$ cat src/rtl/script_loader_if.sv
// Byte-stream receive handshake and script-memory write port of the script loader.
// The loader sits on the slave side; the byte source / memory owner sits on the master side.
interface script_loader_if #(
   parameter int ADDR_W = 8
);
   logic              rx_valid;
   logic [7:0]        rx_data;
   logic              rx_ready;
   logic              mem_we;
   logic [ADDR_W-1:0] mem_addr;
   logic [15:0]       mem_wdata;

   modport slave (
      input  rx_valid,
      input  rx_data,
      output rx_ready,
      output mem_we,
      output mem_addr,
      output mem_wdata
   );

   modport master (
      output rx_valid,
      output rx_data,
      input  rx_ready,
      input  mem_we,
      input  mem_addr,
      input  mem_wdata
   );
endinterface

$ cat src/rtl/script_loader.sv
// Receives a framed byte stream (HEADER, N, N big-endian words, XOR checksum) and
// writes each 16-bit script word to script memory at byte address 2*k.
module script_loader #(
   parameter int         ADDR_W    = 8,
   parameter logic [7:0] HEADER    = 8'hA5,
   parameter int         MAX_WORDS = 128
) (
   input  logic         clk,
   input  logic         res,
   input  logic         start,
   script_loader_if.slave bus,
   output logic         busy,
   output logic         load_done,
   output logic         load_err,
   output logic [1:0]   err_code,
   output logic [7:0]   words_loaded
);

   typedef enum logic [3:0] {
      IDLE,
      WAIT_HDR,
      GET_LEN,
      GET_HI,
      GET_LO,
      WRITE,
      GET_CSUM,
      DONE,
      ERROR
   } state_t;

   localparam logic [1:0] ERR_NONE = 2'b00;
   localparam logic [1:0] ERR_LEN  = 2'b01;
   localparam logic [1:0] ERR_CSUM = 2'b10;
   localparam logic [1:0] ERR_OP   = 2'b11;
   localparam logic [8:0] MAX_N    = 9'(MAX_WORDS);

   state_t            state_reg, state_next;
   logic [7:0]        len_reg, len_next;
   logic [7:0]        hi_reg, hi_next;
   logic [7:0]        csum_reg, csum_next;
   logic [7:0]        index_reg, index_next;
   logic [ADDR_W-1:0] addr_reg, addr_next;
   logic [15:0]       wdata_reg, wdata_next;
   logic              done_reg, done_next;
   logic              err_reg, err_next;
   logic [1:0]        code_reg, code_next;
   logic [7:0]        words_reg, words_next;

   logic              rx_ready_c;
   logic              accept;
   logic              op_legal;
   logic [7:0]        index_inc;

   always_ff @(posedge clk) begin
      if (!res) begin
         state_reg <= IDLE;
         len_reg   <= '0;
         hi_reg    <= '0;
         csum_reg  <= '0;
         index_reg <= '0;
         addr_reg  <= '0;
         wdata_reg <= '0;
         done_reg  <= 1'b0;
         err_reg   <= 1'b0;
         code_reg  <= ERR_NONE;
         words_reg <= '0;
      end else begin
         state_reg <= state_next;
         len_reg   <= len_next;
         hi_reg    <= hi_next;
         csum_reg  <= csum_next;
         index_reg <= index_next;
         addr_reg  <= addr_next;
         wdata_reg <= wdata_next;
         done_reg  <= done_next;
         err_reg   <= err_next;
         code_reg  <= code_next;
         words_reg <= words_next;
      end
   end

   always_comb begin
      rx_ready_c = 1'b0;
      case (state_reg)
         WAIT_HDR, GET_LEN, GET_HI, GET_LO, GET_CSUM: rx_ready_c = 1'b1;
         default:                                     rx_ready_c = 1'b0;
      endcase
   end

   assign accept    = bus.rx_valid && rx_ready_c;
   assign op_legal  = (bus.rx_data[2:0] >= 3'd1) && (bus.rx_data[2:0] <= 3'd4);
   assign index_inc = index_reg + 8'd1;

   always_comb begin
      state_next = state_reg;
      len_next   = len_reg;
      hi_next    = hi_reg;
      csum_next  = csum_reg;
      index_next = index_reg;
      addr_next  = addr_reg;
      wdata_next = wdata_reg;
      done_next  = done_reg;
      err_next   = err_reg;
      code_next  = code_reg;
      words_next = words_reg;

      case (state_reg)
         IDLE, DONE, ERROR: begin
            if (start) begin
               state_next = WAIT_HDR;
               done_next  = 1'b0;
               err_next   = 1'b0;
               code_next  = ERR_NONE;
               words_next = '0;
               index_next = '0;
               csum_next  = '0;
            end
         end
         WAIT_HDR: begin
            if (accept && bus.rx_data == HEADER) begin
               state_next = GET_LEN;
            end
         end
         GET_LEN: begin
            if (accept) begin
               len_next = bus.rx_data;
               if (bus.rx_data == 8'd0 || {1'b0, bus.rx_data} > MAX_N) begin
                  state_next = ERROR;
                  err_next   = 1'b1;
                  code_next  = ERR_LEN;
               end else begin
                  state_next = GET_HI;
               end
            end
         end
         GET_HI: begin
            if (accept) begin
               hi_next    = bus.rx_data;
               csum_next  = csum_reg ^ bus.rx_data;
               state_next = GET_LO;
            end
         end
         GET_LO: begin
            if (accept) begin
               csum_next = csum_reg ^ bus.rx_data;
               if (!op_legal) begin
                  state_next = ERROR;
                  err_next   = 1'b1;
                  code_next  = ERR_OP;
               end else begin
                  // Address/data are captured here so they are stable during the
                  // WRITE strobe and keep their value afterwards.
                  addr_next  = ADDR_W'({index_reg, 1'b0});
                  wdata_next = {hi_reg, bus.rx_data};
                  words_next = index_inc;
                  state_next = WRITE;
               end
            end
         end
         WRITE: begin
            index_next = index_inc;
            state_next = (index_inc == len_reg) ? GET_CSUM : GET_HI;
         end
         GET_CSUM: begin
            if (accept) begin
               if (bus.rx_data == csum_reg) begin
                  state_next = DONE;
                  done_next  = 1'b1;
               end else begin
                  state_next = ERROR;
                  err_next   = 1'b1;
                  code_next  = ERR_CSUM;
               end
            end
         end
         default: state_next = IDLE;
      endcase
   end

   assign bus.rx_ready  = rx_ready_c;
   assign bus.mem_we    = (state_reg == WRITE);
   assign bus.mem_addr  = addr_reg;
   assign bus.mem_wdata = wdata_reg;

   assign busy         = !(state_reg == IDLE || state_reg == DONE || state_reg == ERROR);
   assign load_done    = done_reg;
   assign load_err     = err_reg;
   assign err_code     = code_reg;
   assign words_loaded = words_reg;

endmodule

$ cat src/flat_wrapper.sv
// flat-port wrapper written by rule: the top's interface ports become plain ports
module script_loader_flat 
#(
   parameter int         ADDR_W    = 8,
   parameter logic [7:0] HEADER    = 8'hA5,
   parameter int         MAX_WORDS = 128
)
  (clk, res, start, busy, load_done, load_err, err_code, words_loaded, bus_rx_valid, bus_rx_data, bus_rx_ready, bus_mem_we, bus_mem_addr, bus_mem_wdata);
  script_loader_if #(.ADDR_W(ADDR_W)) bus_i ();
  input  logic clk;
  input  logic res;
  input  logic start;
  output logic busy;
  output logic load_done;
  output logic load_err;
  output logic [1:0] err_code;
  output logic [7:0] words_loaded;
  input wire logic [$bits(bus_i.rx_valid)-1:0] bus_rx_valid;
  input wire logic [$bits(bus_i.rx_data)-1:0] bus_rx_data;
  output wire logic [$bits(bus_i.rx_ready)-1:0] bus_rx_ready;
  output wire logic [$bits(bus_i.mem_we)-1:0] bus_mem_we;
  output wire logic [$bits(bus_i.mem_addr)-1:0] bus_mem_addr;
  output wire logic [$bits(bus_i.mem_wdata)-1:0] bus_mem_wdata;
  assign bus_i.rx_valid = bus_rx_valid;
  assign bus_i.rx_data = bus_rx_data;
  assign bus_rx_ready = bus_i.rx_ready;
  assign bus_mem_we = bus_i.mem_we;
  assign bus_mem_addr = bus_i.mem_addr;
  assign bus_mem_wdata = bus_i.mem_wdata;
  script_loader #(.ADDR_W(ADDR_W), .HEADER(HEADER), .MAX_WORDS(MAX_WORDS)) u_core (.clk(clk), .res(res), .start(start), .bus(bus_i), .busy(busy), .load_done(load_done), .load_err(load_err), .err_code(err_code), .words_loaded(words_loaded));
endmodule
$ cat config.mk
export PLATFORM = sky130hd
export DESIGN_NAME = script_loader_flat
export DESIGN_NICKNAME = d
export VERILOG_FILES = /design/src/rtl/script_loader_if.sv /design/src/rtl/script_loader.sv /design/src/flat_wrapper.sv
export SDC_FILE = /design/constraint.sdc
export NUM_CORES = 1
export LEC_CHECK = 0
export BUFFER_PORTS_ARGS = -buffer_cell sky130_fd_sc_hd__buf_2
export CORE_MARGIN = 1.5
export CORE_UTILIZATION = 57
export DETAILED_ROUTE_END_ITERATION = 12
export GPL_TIMING_DRIVEN = 0
export PLACE_DENSITY_LB_ADDON = 0.25
export SYNTH_ARGS = -nofsm -noshare
export SYNTH_HDL_FRONTEND = slang
export SYNTH_SLANG_ARGS = --single-unit
$ cat constraint.sdc
create_clock -name clk -period 2.2 [get_ports clk]
set_input_delay 0.44 -clock clk [delete_from_list [all_inputs] [get_ports clk]]
set_output_delay 0.44 -clock clk [all_outputs]
set_load 0.02 [all_outputs]
# Word-level counts from Yosys, hierarchy flattened
# Cells that the tools add are included.
[classes]
eq_ne = 23
bitwise = 1
n_reduce_logical = 26
n_mux = 38
n_addsub = 1
magnitude_cmp = 3
[op_table]
columns = ["op", "count"]
rows = [
  ["8-bit one-hot mux with 2 select lines", 3],
  ["4-bit two-way mux", 9],
  ["8-bit two-way mux", 4],
  ["4-bit one-hot mux with 7 select lines", 1],
  ["2-bit by 1-bit != test with 1-bit output (second input constant)", 9],
  ["4-bit by 3-bit equality test with 1-bit output (second input constant)", 4],
  ["8-bit equality test", 2],
  ["2-bit two-way mux", 7],
  ["1-bit two-way mux", 10],
  ["8-bit by 1-bit adder with 8-bit output (second input constant)", 1],
  ["4-bit by 2-bit equality test with 1-bit output (second input constant)", 2],
  ["8-bit equality test (second input constant)", 1],
  ["8-bit greater-than comparator (second input constant)", 1],
  ["8-bit logical NOT", 1],
  ["2-bit one-hot mux with 4 select lines", 1],
  ["4-bit AND reduction", 2],
  ["8-bit AND reduction", 1],
  ["2-bit nonzero test", 4],
  ["8-bit XOR", 1],
  ["2-bit != test (second input constant)", 3],
  ["2-bit AND reduction", 3],
  ["3-bit AND reduction", 2],
  ["6-bit AND reduction", 1],
  ["5-bit OR reduction", 1],
  ["14 further kinds", 18],
]
[word_totals]
regBits = 71

# Longest topological paths before layout
# Gate-level depths: netlist (run 1).
[logic_depth]
ltp_word = 7
mapped_depth = 8

# Least setup slack after synthesis (run 1)
# OpenSTA, ideal clock, no wires.
[synth_path]
path_type = "flip-flop to flip-flop"
start = "register u_core.state_reg[3]"
end = "register u_core.csum_reg[5]"
period_less_slack_ns = 1.990
slack_ns = 0.210
n_path_buf = 2
arrival_time_ns = 1.917
path_stages_with_launch = 9
cell_sequence = "dfxtp_1 -> buf_2 -> and4b_1 -> nor2_1 -> nor2_1 -> a211oi_4 -> nand2b_2 -> buf_6 -> o22ai_2"
[synth_between]
elab_chain_cells = 6
[synth_lines]
columns = ["item", "line", "source"]
rows = [
  ["start, declared", "script_loader.sv:37", "state_t state_reg, state_next;"],
  ["start signal, assigned", "script_loader.sv:68", "state_reg <= state_next;"],
  ["4-bit by 1-bit equality test with 1-bit output (tied with other cells)", "script_loader.sv:84", "case (state_reg)"],
  ["5-bit OR reduction", "script_loader.sv:84", ""],
  ["1-bit two-way mux", "script_loader.sv:84", ""],
  ["1-bit logical AND", "script_loader.sv:90", "assign accept = bus.rx_valid && rx_ready_c;"],
  ["2-bit by 1-bit != test with 1-bit output (no line)", "-", ""],
  ["3-bit AND reduction (no line)", "-", ""],
  ["end signal, assigned", "script_loader.sv:71", "csum_reg <= csum_next;"],
  ["end, declared", "script_loader.sv:40", "logic [7:0] csum_reg, csum_next;"],
]
# Several ways; a longest one is shown, not always the timed one.
# A chain may end at the register's enable or synchronous reset.

# Worst setup path after layout (run 1)
[layout_path]
start = "register u_core.index_reg[1]"
end = "register u_core.state_reg[0]"
[layout_between]
elab_chain_cells = 4
[layout_lines]
columns = ["item", "line", "source"]
rows = [
  ["start, declared", "script_loader.sv:41", "logic [7:0] index_reg, index_next;"],
  ["start signal, assigned", "script_loader.sv:72", "index_reg <= index_next;"],
  ["8-bit by 1-bit adder with 8-bit output", "script_loader.sv:92", "assign index_inc = index_reg + 8'd1;"],
  ["8-bit equality test", "script_loader.sv:162", "state_next = (index_inc == len_reg) ? GET_CSUM : GET_HI;"],
  ["3-bit two-way mux", "script_loader.sv:162", ""],
  ["4-bit one-hot mux with 7 select lines", "script_loader.sv:107", "case (state_reg)"],
]
# No other way between the ends.

==> impl_metrics.yaml, run 1 <==
worst_setup_path:
  cp_cell_sequence: "ha_1 > and3_1 > xnor2_1 > nor4_2 > a41oi_1 > nor4b_2 > o21ai_0"
  cp_num_buf_inv: 0
  reg2reg_depth: 7
  worstPathRequired_ns: 2.43
  cp-end-kind: "flop"
  startpoint_type: "flop"
  slowest_stage: "dfxtp_1"
  cp_data_arrival_time_ns: 2.39
  r2r-start: "u_core.index_reg[1]"
  worstSetupPathType: "reg -> reg"
  path_max_fanout: 6
  worstReg2RegEnd: "u_core.state_reg[0]"
  r2r_slack_ns: 0.04
  path_delay_family: "simple AND/OR/NAND/NOR gates"
  max_stage_delay_ns: 0.43
synth:
  syn_inst: 446
  synth-edff-count: 0
  synthFlopType: "dfxtp_1"
  async_flop_share_pct: 0
  synth_fp_nets: 459
  yosysWarnings: 0
  ys_seq_elements: 71
  syn-mean-instance-area_sq_um: 8.07
  synth_top_cell_by_area: "dfxtp_1"
  seq_area_frac_synth_pct: 39.5
  syn_area_sq_mm: 0.00360
  synth_top_cell_area_share_pct: 39.5
  synthDistinctLibCells: 55
  synth_area_leaders: "dfxtp_1, nand2_1, a21boi_0"
final_layout:
  fin_util_pct: 69.4
  final-seq-area_sq_mm: 0.00142
  drive_above_1_share_pct: 20.0
  largest_register_ffs: 16
  diodes: 0
  fill_cells: 535
  final_area_sq_mm: 0.00416
  multiInputGateArea_sq_mm: 0.00201
  finalNonFillerCells: 581
  synthToLayoutAreaGrowth_pct: 15.5
  final_nets: 515
hold_path:
  holdPathEnd: "u_core.bus.mem_wdata[3]"
  hold_class: "in -> reg"
  holdPathStages: 3
  worstHoldStart: "bus_rx_data[3]"
grt:
  grt_max_degree: 13
  grt_pass1_vias: 3140
  antenna_found_initial: 0
  grt_overflow: 0
  grt_pass1_wl_microns: 14500
  track_usage_pct: 28.3
flow_run:
  maxCapViolations: 0
place:
  place_inst: 564
  place_hpwl_microns: 6390
  place_area_sq_mm: 0.00391
  port_buffers: 43
  gp_congestion: 0.913
power_and_ir_drop:
  power.switching_mw: 1.08
  p_seq_share_pct: 41.5
  intPower_mw: 2.21
  p_per_area_mw_per_mm2: 793
  clkPwrFrac_pct: 30.6
  leakage_nw: 1.59
  peakVddDrop_mv: 0.527
  switching_share_pct: 32.8
  power_frac_comb_pct: 27.9
sta:
  final.setup_skew_ns: 0.00519
  period_needed_ns: 2.16
  fmax_ghz: 0.464
  period_share_pct: 98.0
  maxSlewHeadroom_pct: 47.5
  hold_viol: 0
  worst_pin_slew_ns: 0.781
  rsz0062_at_grt: "true"
  fin_hold_ws_ns: 0.409
  drv_slew: 0
  finalSetupViolCount: 0
  tns_ns: 0
route:
  first_pass_iters: 7
  viasPerCell: 5.76
  drc_errors: 0
  drt_iter0_markers: 197
  routed_wl_microns: 9140
  post_drt_wl_per_cell_microns: 15.7
  vias: 3347
  ant_nets: 0
floorplanning:
  core_area_sq_mm: 0.00599
  die_h_microns: 82.5
  rows: 28
  initial_core_util_pct: 60.1
  die_area_sq_mm: 0.00680
  die_w_microns: 82.5
  io_pins: 51
cts:
  htree_levels: 3
  cts_tree: "yes"
  cts_inserted_buffers: 9
  clk_pin_slew_ns: 0.08
  ctsRootBufferMaster: "clkbuf_8"
  cts_buffer_depth: 2
  clock_sinks: 71
  clk_latency_ns: 0.35
status:
  status: "finished clean"
## power groups by stage
stage | combinational [mW] | sequential [mW] | clock, mW
after floorplan | 0.631 | 1.40 | 0
after global placement | 0.805 | 1.39 | 0
after detailed placement | 0.823 | 1.40 | 0
after CTS | 0.827 | 1.37 | 1.01
after global routing | 0.992 | 1.37 | 1.07
final | 0.920 | 1.37 | 1.01
## how the worst max path moves through the flow
stage,start,cells after the start,end,slack (ns)
CTS,u_core.state_reg[2],5,bus_mem_we,0.005
global placement,bus_rx_data[1],7,u_core.load_err,-0.17
floorplan,u_core.state_reg[3],8,u_core.csum_reg[5],0.21
detailed placement,bus_rx_data[1],7,u_core.load_err,-0.16
global route,u_core.state_reg[3],6,u_core.load_err,-0.06
finish,u_core.index_reg[1],7,u_core.state_reg[0],0.04
## cell usage after synthesis, drive strengths merged (8+ instances only)
cell	number
o21ai	14
dfxtp	71
xor2	8
buf	15
a21boi	45
nor3	9
a21oi	8
o22ai	8
nor2b	12
nor2	15
o21a	9
xnor2	15
clkbuf	23
nand2	102
nand3	27
## area by class of cell
cell class | count | area share, %
Inverter | 6 | 0.542
Multi-Input combinational cell | 331 | 48.4
Sequential cell | 71 | 34.2
Clock buffer | 9 | 2.98
Clock inverter | 6 | 1.51
Tap cell | 75 | 2.26
Buffer | 37 | 4.40
Timing Repair Buffer | 46 | 5.72
## kinds of logic (layout without fill, tap and decap cells)
kind of cell	after synthesis	in the layout	synth area share [%]
AND/OR/NAND/NOR	205	205	27.3
AO/OA/AOI/OAI	99	99	20.7
buffers and inverters	44	104	5.56
XOR/XNOR	24	24	6.22
adder cells (fa/ha/maj)	1	1	0.348
multiplexers	1	1	0.278
other	1	1	0.104
flip-flops	71	71	39.5
## worst reg2reg max path, delay by kind of cell, from the launching register on
family / cells / cell delay, ns
AND/OR/NAND/NOR: 3 / 0.91
XOR/XNOR: 1 / 0.12
flip-flops: 1 / 0.43
adder cells (fa/ha/maj): 1 / 0.29
AO/OA/AOI/OAI: 2 / 0.30
## layout by cell type (no fill, tap or decap), types with 3 or more instances in the layout
| cell | count |
|---|---|
| nor3_1 | 7 |
| o21ai_0 | 14 |
| xnor2_1 | 15 |
| clkinvlp_4 | 3 |
| xor2_1 | 8 |
| and2_1 | 6 |
| clkbuf_8 | 9 |
| o21a_1 | 9 |
| clkbuf_2 | 7 |
| buf_4 | 4 |
| dfxtp_1 | 71 |
| inv_1 | 5 |
| and3_1 | 4 |
| buf_2 | 53 |
| a21oi_1 | 8 |
| clkbuf_1 | 16 |
| nor2b_1 | 12 |
| nand3b_1 | 6 |
| o22ai_2 | 6 |
| nand3_1 | 26 |
| and4_1 | 3 |
| nor3b_1 | 3 |
| nand2_1 | 102 |
| nand4_1 | 3 |
| a21boi_0 | 44 |
| nor2_1 | 13 |
## repair_timing
action                                  CTS  global route
hold endpoints to repair                  0             0
gates resized for setup                   3            18
hold buffers                              0             0
pin swaps                                 0             1
endpoints found under the setup margin    7            52
setup buffers                             0             3
## layer usage
metal	global-route usage (%)	vias to the layer above	part of all wire [%]
met5	0	-	0
met4	14.1	0	2.1
met3	4.95	19	6.7
met2	45.9	145	47
met1	35.9	1552	44
li1	-	1631	-
## per-stage QoR
step | setup WS, ns | total power [mW]
5_1_grt | -0.0554 | 3.44
4_1_cts | 0.00509 | 3.21
6_report | 0.0432 | 3.30
3_3_place_gp | -0.169 | 2.20
2_1_floorplan | 0.210 | 2.03
3_5_place_dp | -0.164 | 2.22
Note: power is estimated with default switching activity, not from simulation.
==> inputs of run 2 (changes only) <==
--- a/config.mk
+++ b/config.mk
@@ -5,9 +5,10 @@
 export SDC_FILE = /design/constraint.sdc
 export NUM_CORES = 1
 export LEC_CHECK = 0
+export ABC_AREA = 1
 export BUFFER_PORTS_ARGS = -buffer_cell sky130_fd_sc_hd__buf_2
 export CORE_MARGIN = 1.5
-export CORE_UTILIZATION = 57
+export CORE_UTILIZATION = 40
 export DETAILED_ROUTE_END_ITERATION = 12
 export GPL_TIMING_DRIVEN = 0
 export PLACE_DENSITY_LB_ADDON = 0.25
==> impl_metrics.yaml, run 2 <==
status:
  status: "finished clean"
final_layout:
  fill_cells: 821
  finalNonFillerCells: 646
  final_common_cell: "nand2_1"
  final-seq-area_sq_mm: 0.00142
  diodes: 0
  drive_above_1_share_pct: 17.4
  layout_common_cells: "nand2_1, dfxtp_1, nor2_1"
  multiInputGateArea_sq_mm: 0.00161
  final_nets: 550
  largest_register_ffs: 16
  synthToLayoutAreaGrowth_pct: 16.6
floorplanning:
  core_area_sq_mm: 0.00813
  io_pins: 51
  die_area_sq_mm: 0.00886
  rows: 33
  initial_core_util_pct: 40.8
  die_w_microns: 94.1
  die_h_microns: 94.1
place:
  port_buffers: 47
  place_hpwl_microns: 6280
  gp_congestion: 0.900
  place_inst: 631
synth:
  seq_area_frac_synth_pct: 42.8
  synth_area_leaders: "dfxtp_1, nand2_1, nor2_1"
  synth_fp_nets: 492
  yosysWarnings: 0
  synthDistinctLibCells: 28
  synth-edff-count: 0
  synthFlopType: "dfxtp_1"
  yosysMostFrequentCell: "nand2_1"
  synth_top_cell_area_share_pct: 42.8
  syn_inst: 479
  syn-mean-instance-area_sq_um: 6.93
  ys_seq_elements: 71
  synth_top_cell_by_area: "dfxtp_1"
  async_flop_share_pct: 0
  synth_common_cells: "nand2_1, dfxtp_1, nor2_1, a21oi_1, o21ai_0"
  syn_area_sq_mm: 0.00332
sta:
  period_share_pct: 92.6
  finalSetupViolCount: 0
  maxSlewHeadroom_pct: 58.4
  hold_viol: 0
  final.setup_skew_ns: 0.00927
  tns_ns: 0
  period_needed_ns: 2.04
  worst_pin_slew_ns: 0.621
  fmax_ghz: 0.491
  rsz0062_at_grt: "false"
  drv_slew: 0
route:
  routed_wl_microns: 8500
  post_drt_wl_per_cell_microns: 13.2
  drc_errors: 0
  first_pass_iters: 5
  vias: 3200
  ant_nets: 0
  drt_iter0_markers: 165
  viasPerCell: 4.95
grt:
  grt_overflow: 0
  grt_max_degree: 13
  track_usage_pct: 20.4
  grt_pass1_wl_microns: 13900
  grt_pass1_vias: 2937
  antenna_found_initial: 0
worst_setup_path:
  worstSetupPathType: "reg -> out"
  cp-end-kind: "output port"
  r2r-start: "u_core.index_reg[0]"
  cp_data_arrival_time_ns: 1.60
  critPathLaunch: "u_core.state_reg[0]"
  worstPathRequired_ns: 1.76
  startpoint_type: "flop"
  path_max_fanout: 10
  reg2reg_depth: 11
power_and_ir_drop:
  power_frac_comb_pct: 29.5
  switching_share_pct: 36.2
  intPower_mw: 2.21
  p_seq_share_pct: 42.4
  leakage_nw: 1.73
  clkPwrFrac_pct: 28.1
  p_per_area_mw_per_mm2: 893
  power.switching_mw: 1.25
  peakVddDrop_mv: 0.394
cts:
  cts_buffer_depth: 2
  ctsRootBufferMaster: "clkbuf_8"
  htree_levels: 3
  clock_sinks: 71
  clk_pin_slew_ns: 0.08
  cts_inserted_buffers: 9
  cts_tree: "yes"
  clk_latency_ns: 0.35
  cts_hold_buf: 0
flow_run:
  maxCapViolations: 0
hold_path:
  worstHoldStart: "bus_rx_data[0]"
  hold_class: "in -> reg"
  holdPathStages: 3
[run 2: changes by cell type after synthesis, moves of 13 or more]
cell      change
a21boi_0     -44
clkbuf_1     -13
nor2_1       +55
o21ai_0      +26
inv_1        +33
a21oi_1      +44
[run 2: cell families after synthesis]
logic type	share of synthesized area, %
XOR/XNOR	2.64
flip-flops	42.8
adder cells (fa/ha/maj)	0.377
other	0.113
AO/OA/AOI/OAI	15.4
AND/OR/NAND/NOR	30.1
buffers and inverters	8.59
[run 2: layout make-up]
type                    count  area share (%)
plain buffers              18            2.78
clock buffers              11            3.91
clock inverters             4           0.808
inverters                  48            4.65
multi-input cells         342            41.7
flip-flops and latches     71            36.7
well taps                 105            3.39
repair buffers             47            6.07
[run 2: per-layer routing]
metal	up-vias	wire, microns	global-route usage, %
met2	83	3960	34.2
met3	15	385	5.18
met4	0	154	7.84
li1	1650	-	-
met5	-	0	0
met1	1452	4000	25.0
[run 2: through the flow]
step	worst slack, ns	area, sq um	hold WS [ns]	total power [mW]	utilization, %
finish	0.163	3870	0.398	3.46	47.6
global route	0.0253	3870	0.410	3.65	47.6
CTS	0.0591	3870	0.389	3.48	47.6
detailed placement	0.350	3690	0.453	2.51	45.3
global placement	0.353	3690	0.446	2.49	45.3
floorplan	0.606	3320	0.437	2.26	-
[run 2: final timing paths]
| path | endpoint | slack, ns |
|---|---|---|
| worst min register to register | u_core.words_loaded[6] | 0.46 |
| worst min-delay path | u_core.bus.mem_wdata[0] | 0.40 |
| worst max-delay path | bus_mem_we | 0.16 |
| worst max register to register | u_core.state_reg[2] | 0.36 |
[run 2: timing repair]
action	4_1_cts	5_1_grt
resized for setup	0	2
setup endpoints to repair	0	1
setup buffers	0	0
[run 2: power by group through the flow]
stage	registers [mW]	logic, mW	clock network (mW)
global route	1.48	1.12	1.05
detailed placement	1.49	1.02	0
CTS	1.47	1.02	0.997
floorplan	1.52	0.739	0
global placement	1.49	1.00	0
finish	1.47	1.02	0.972
[run 2: critical path, cell delays in order, from the launching register on]
cell and delay (ns):
dfxtp_1 0.44, inv_1 0.08, nor2_1 0.09, inv_1 0.06, nor2_1 0.17, buf_4 0.22, buf_2 0.18
==> inputs of run 3 (changes only) <==
--- a/config.mk
+++ b/config.mk
@@ -8,7 +8,7 @@
 export ABC_AREA = 1
 export BUFFER_PORTS_ARGS = -buffer_cell sky130_fd_sc_hd__buf_2
 export CORE_MARGIN = 1.5
-export CORE_UTILIZATION = 40
+export CORE_UTILIZATION = 30
 export DETAILED_ROUTE_END_ITERATION = 12
 export GPL_TIMING_DRIVEN = 0
 export PLACE_DENSITY_LB_ADDON = 0.25
==> impl_metrics.yaml, run 3 (synthesized netlist as in run 2, its figures left out) <==
status:
  status: "finished clean"
power_and_ir_drop:
  leakage_nw: 1.76
  p_total_mw: 3.66
  p_per_area_mw_per_mm2: 926
  peakVddDrop_mv: 0.514
route:
  post_drt_wl_per_cell_microns: 13.3
  routed_wl_microns: 9040
  first_pass_iters: 4
  drc_errors: 0
  vias: 3154
  ant_nets: 0
  viasPerCell: 4.62
  drt_iter0_markers: 120
grt:
  track_usage_pct: 16.8
  grt_pass1_vias: 3102
  grt_overflow: 0
  grt_pass1_wl_microns: 15000
  grt_max_degree: 14
  antenna_found_initial: 0
sta:
  rsz0062_at_grt: "false"
  drv_slew: 0
  final.setup_skew_ns: 0.0104
  maxSlewHeadroom_pct: 55.0
  hold_viol: 0
  fmax_ghz: 0.482
  period_share_pct: 94.2
  tns_ns: 0
  finalSetupViolCount: 0
  period_needed_ns: 2.07
  worst_pin_slew_ns: 0.672
worst_setup_path:
  cp_cell_sequence: "inv_1 > nor2_1 > inv_1 > nor2_1 > buf_6 > buf_2"
  path_depth: 6
  cp_data_arrival_time_ns: 1.63
  slowest_stage: "dfxtp_1"
  worstSetupPathType: "reg -> out"
  cp-end-kind: "output port"
  reg2reg_depth: 11
  cp_num_buf_inv: 4
  worstPathRequired_ns: 1.76
  startpoint_type: "flop"
  path_delay_family: "buffers and inverters"
  path_max_fanout: 10
  max_stage_delay_ns: 0.34
final_layout:
  final-seq-area_sq_mm: 0.00142
  layout_common_cells: "nand2_1, nor2_1, dfxtp_1"
  drive_above_1_share_pct: 17.7
  fin_util_pct: 36.7
  synthToLayoutAreaGrowth_pct: 19.2
  fill_cells: 1167
  final_nets: 550
  final_common_cell: "nand2_1"
  multiInputGateArea_sq_mm: 0.00161
  diodes: 0
  largest_register_ffs: 16
cts:
  cts_buffer_depth: 2
  cts_inserted_buffers: 9
  ctsRootBufferMaster: "clkbuf_8"
  clock_sinks: 71
  clk_pin_slew_ns: 0.08
  htree_levels: 3
  cts_tree: "yes"
  cts_hold_buf: 0
  clk_latency_ns: 0.36
floorplanning:
  initial_core_util_pct: 30.8
  core_area_sq_mm: 0.0108
  die_area_sq_mm: 0.0117
  rows: 38
  die_w_microns: 108
  io_pins: 51
  die_h_microns: 108
flow_run:
  maxCapViolations: 0
hold_path:
  hold_class: "in -> reg"
  holdPathStages: 3
place:
  place_hpwl_microns: 6670
  port_buffers: 47
  gp_congestion: 0.828
[run 3: routing by layer]
| layer | global-route usage [%] | part of all wire, % | up-vias |
|---|---|---|---|
| met1 | 20.6 | 45 | 1393 |
| met4 | 7.80 | 3.0 | 0 |
| li1 | - | - | 1662 |
| met5 | 0 | 0 | - |
| met3 | 4.34 | 5.4 | 21 |
| met2 | 27.6 | 47 | 78 |
[run 3: cell type report]
type	count	area share, %
multi-input cells	342	40.8
flip-flops and latches	71	35.9
repair buffers	47	5.94
inverters	48	4.55
well taps	140	4.42
clock buffers	9	3.13
plain buffers	18	2.81
clock inverters	7	2.43
[run 3: worst min-delay path, cell delays in order]
cell and delay [ns]:
buf_2 0.16, inv_2 0.07, a21oi_1 0.05
[run 3: path summary, 6_finish.rpt]
check,slack (ns),to,startpoint
hold reg to reg,0.46,u_core.words_loaded[6],u_core.words_loaded[6]
setup reg to reg,0.40,u_core.state_reg[2],u_core.index_reg[0]
setup / recovery,0.13,bus_mem_we,u_core.state_reg[2]
hold / removal,0.41,u_core.bus.mem_wdata[0],bus_rx_data[0]
[run 3: where the power goes]
| part | internal, mW | leakage (nW) | switching (mW) |
|---|---|---|---|
| clock network | 0.642 | 0.114 | 0.526 |
| registers | 1.39 | 0.574 | 0.0748 |
| logic | 0.349 | 1.08 | 0.681 |
[run 3: what timing repair did]
item | in CTS | in global routing
buffers inserted | 0 | 0
setup endpoints to repair | 0 | 1
resized for setup | 0 | 4
[run 3: per-stage QoR]
stage / cells / cell area, sq um / hold slack [ns] / setup slack, ns
2_1_floorplan: 479 / 3320 / 0.437 / 0.606
5_1_grt: 682 / 3960 / 0.413 / 0.0123
3_3_place_gp: 666 / 3730 / 0.447 / 0.310
4_1_cts: 682 / 3950 / 0.388 / 0.0191
3_5_place_dp: 666 / 3730 / 0.450 / 0.286
6_report: 682 / 3960 / 0.406 / 0.127
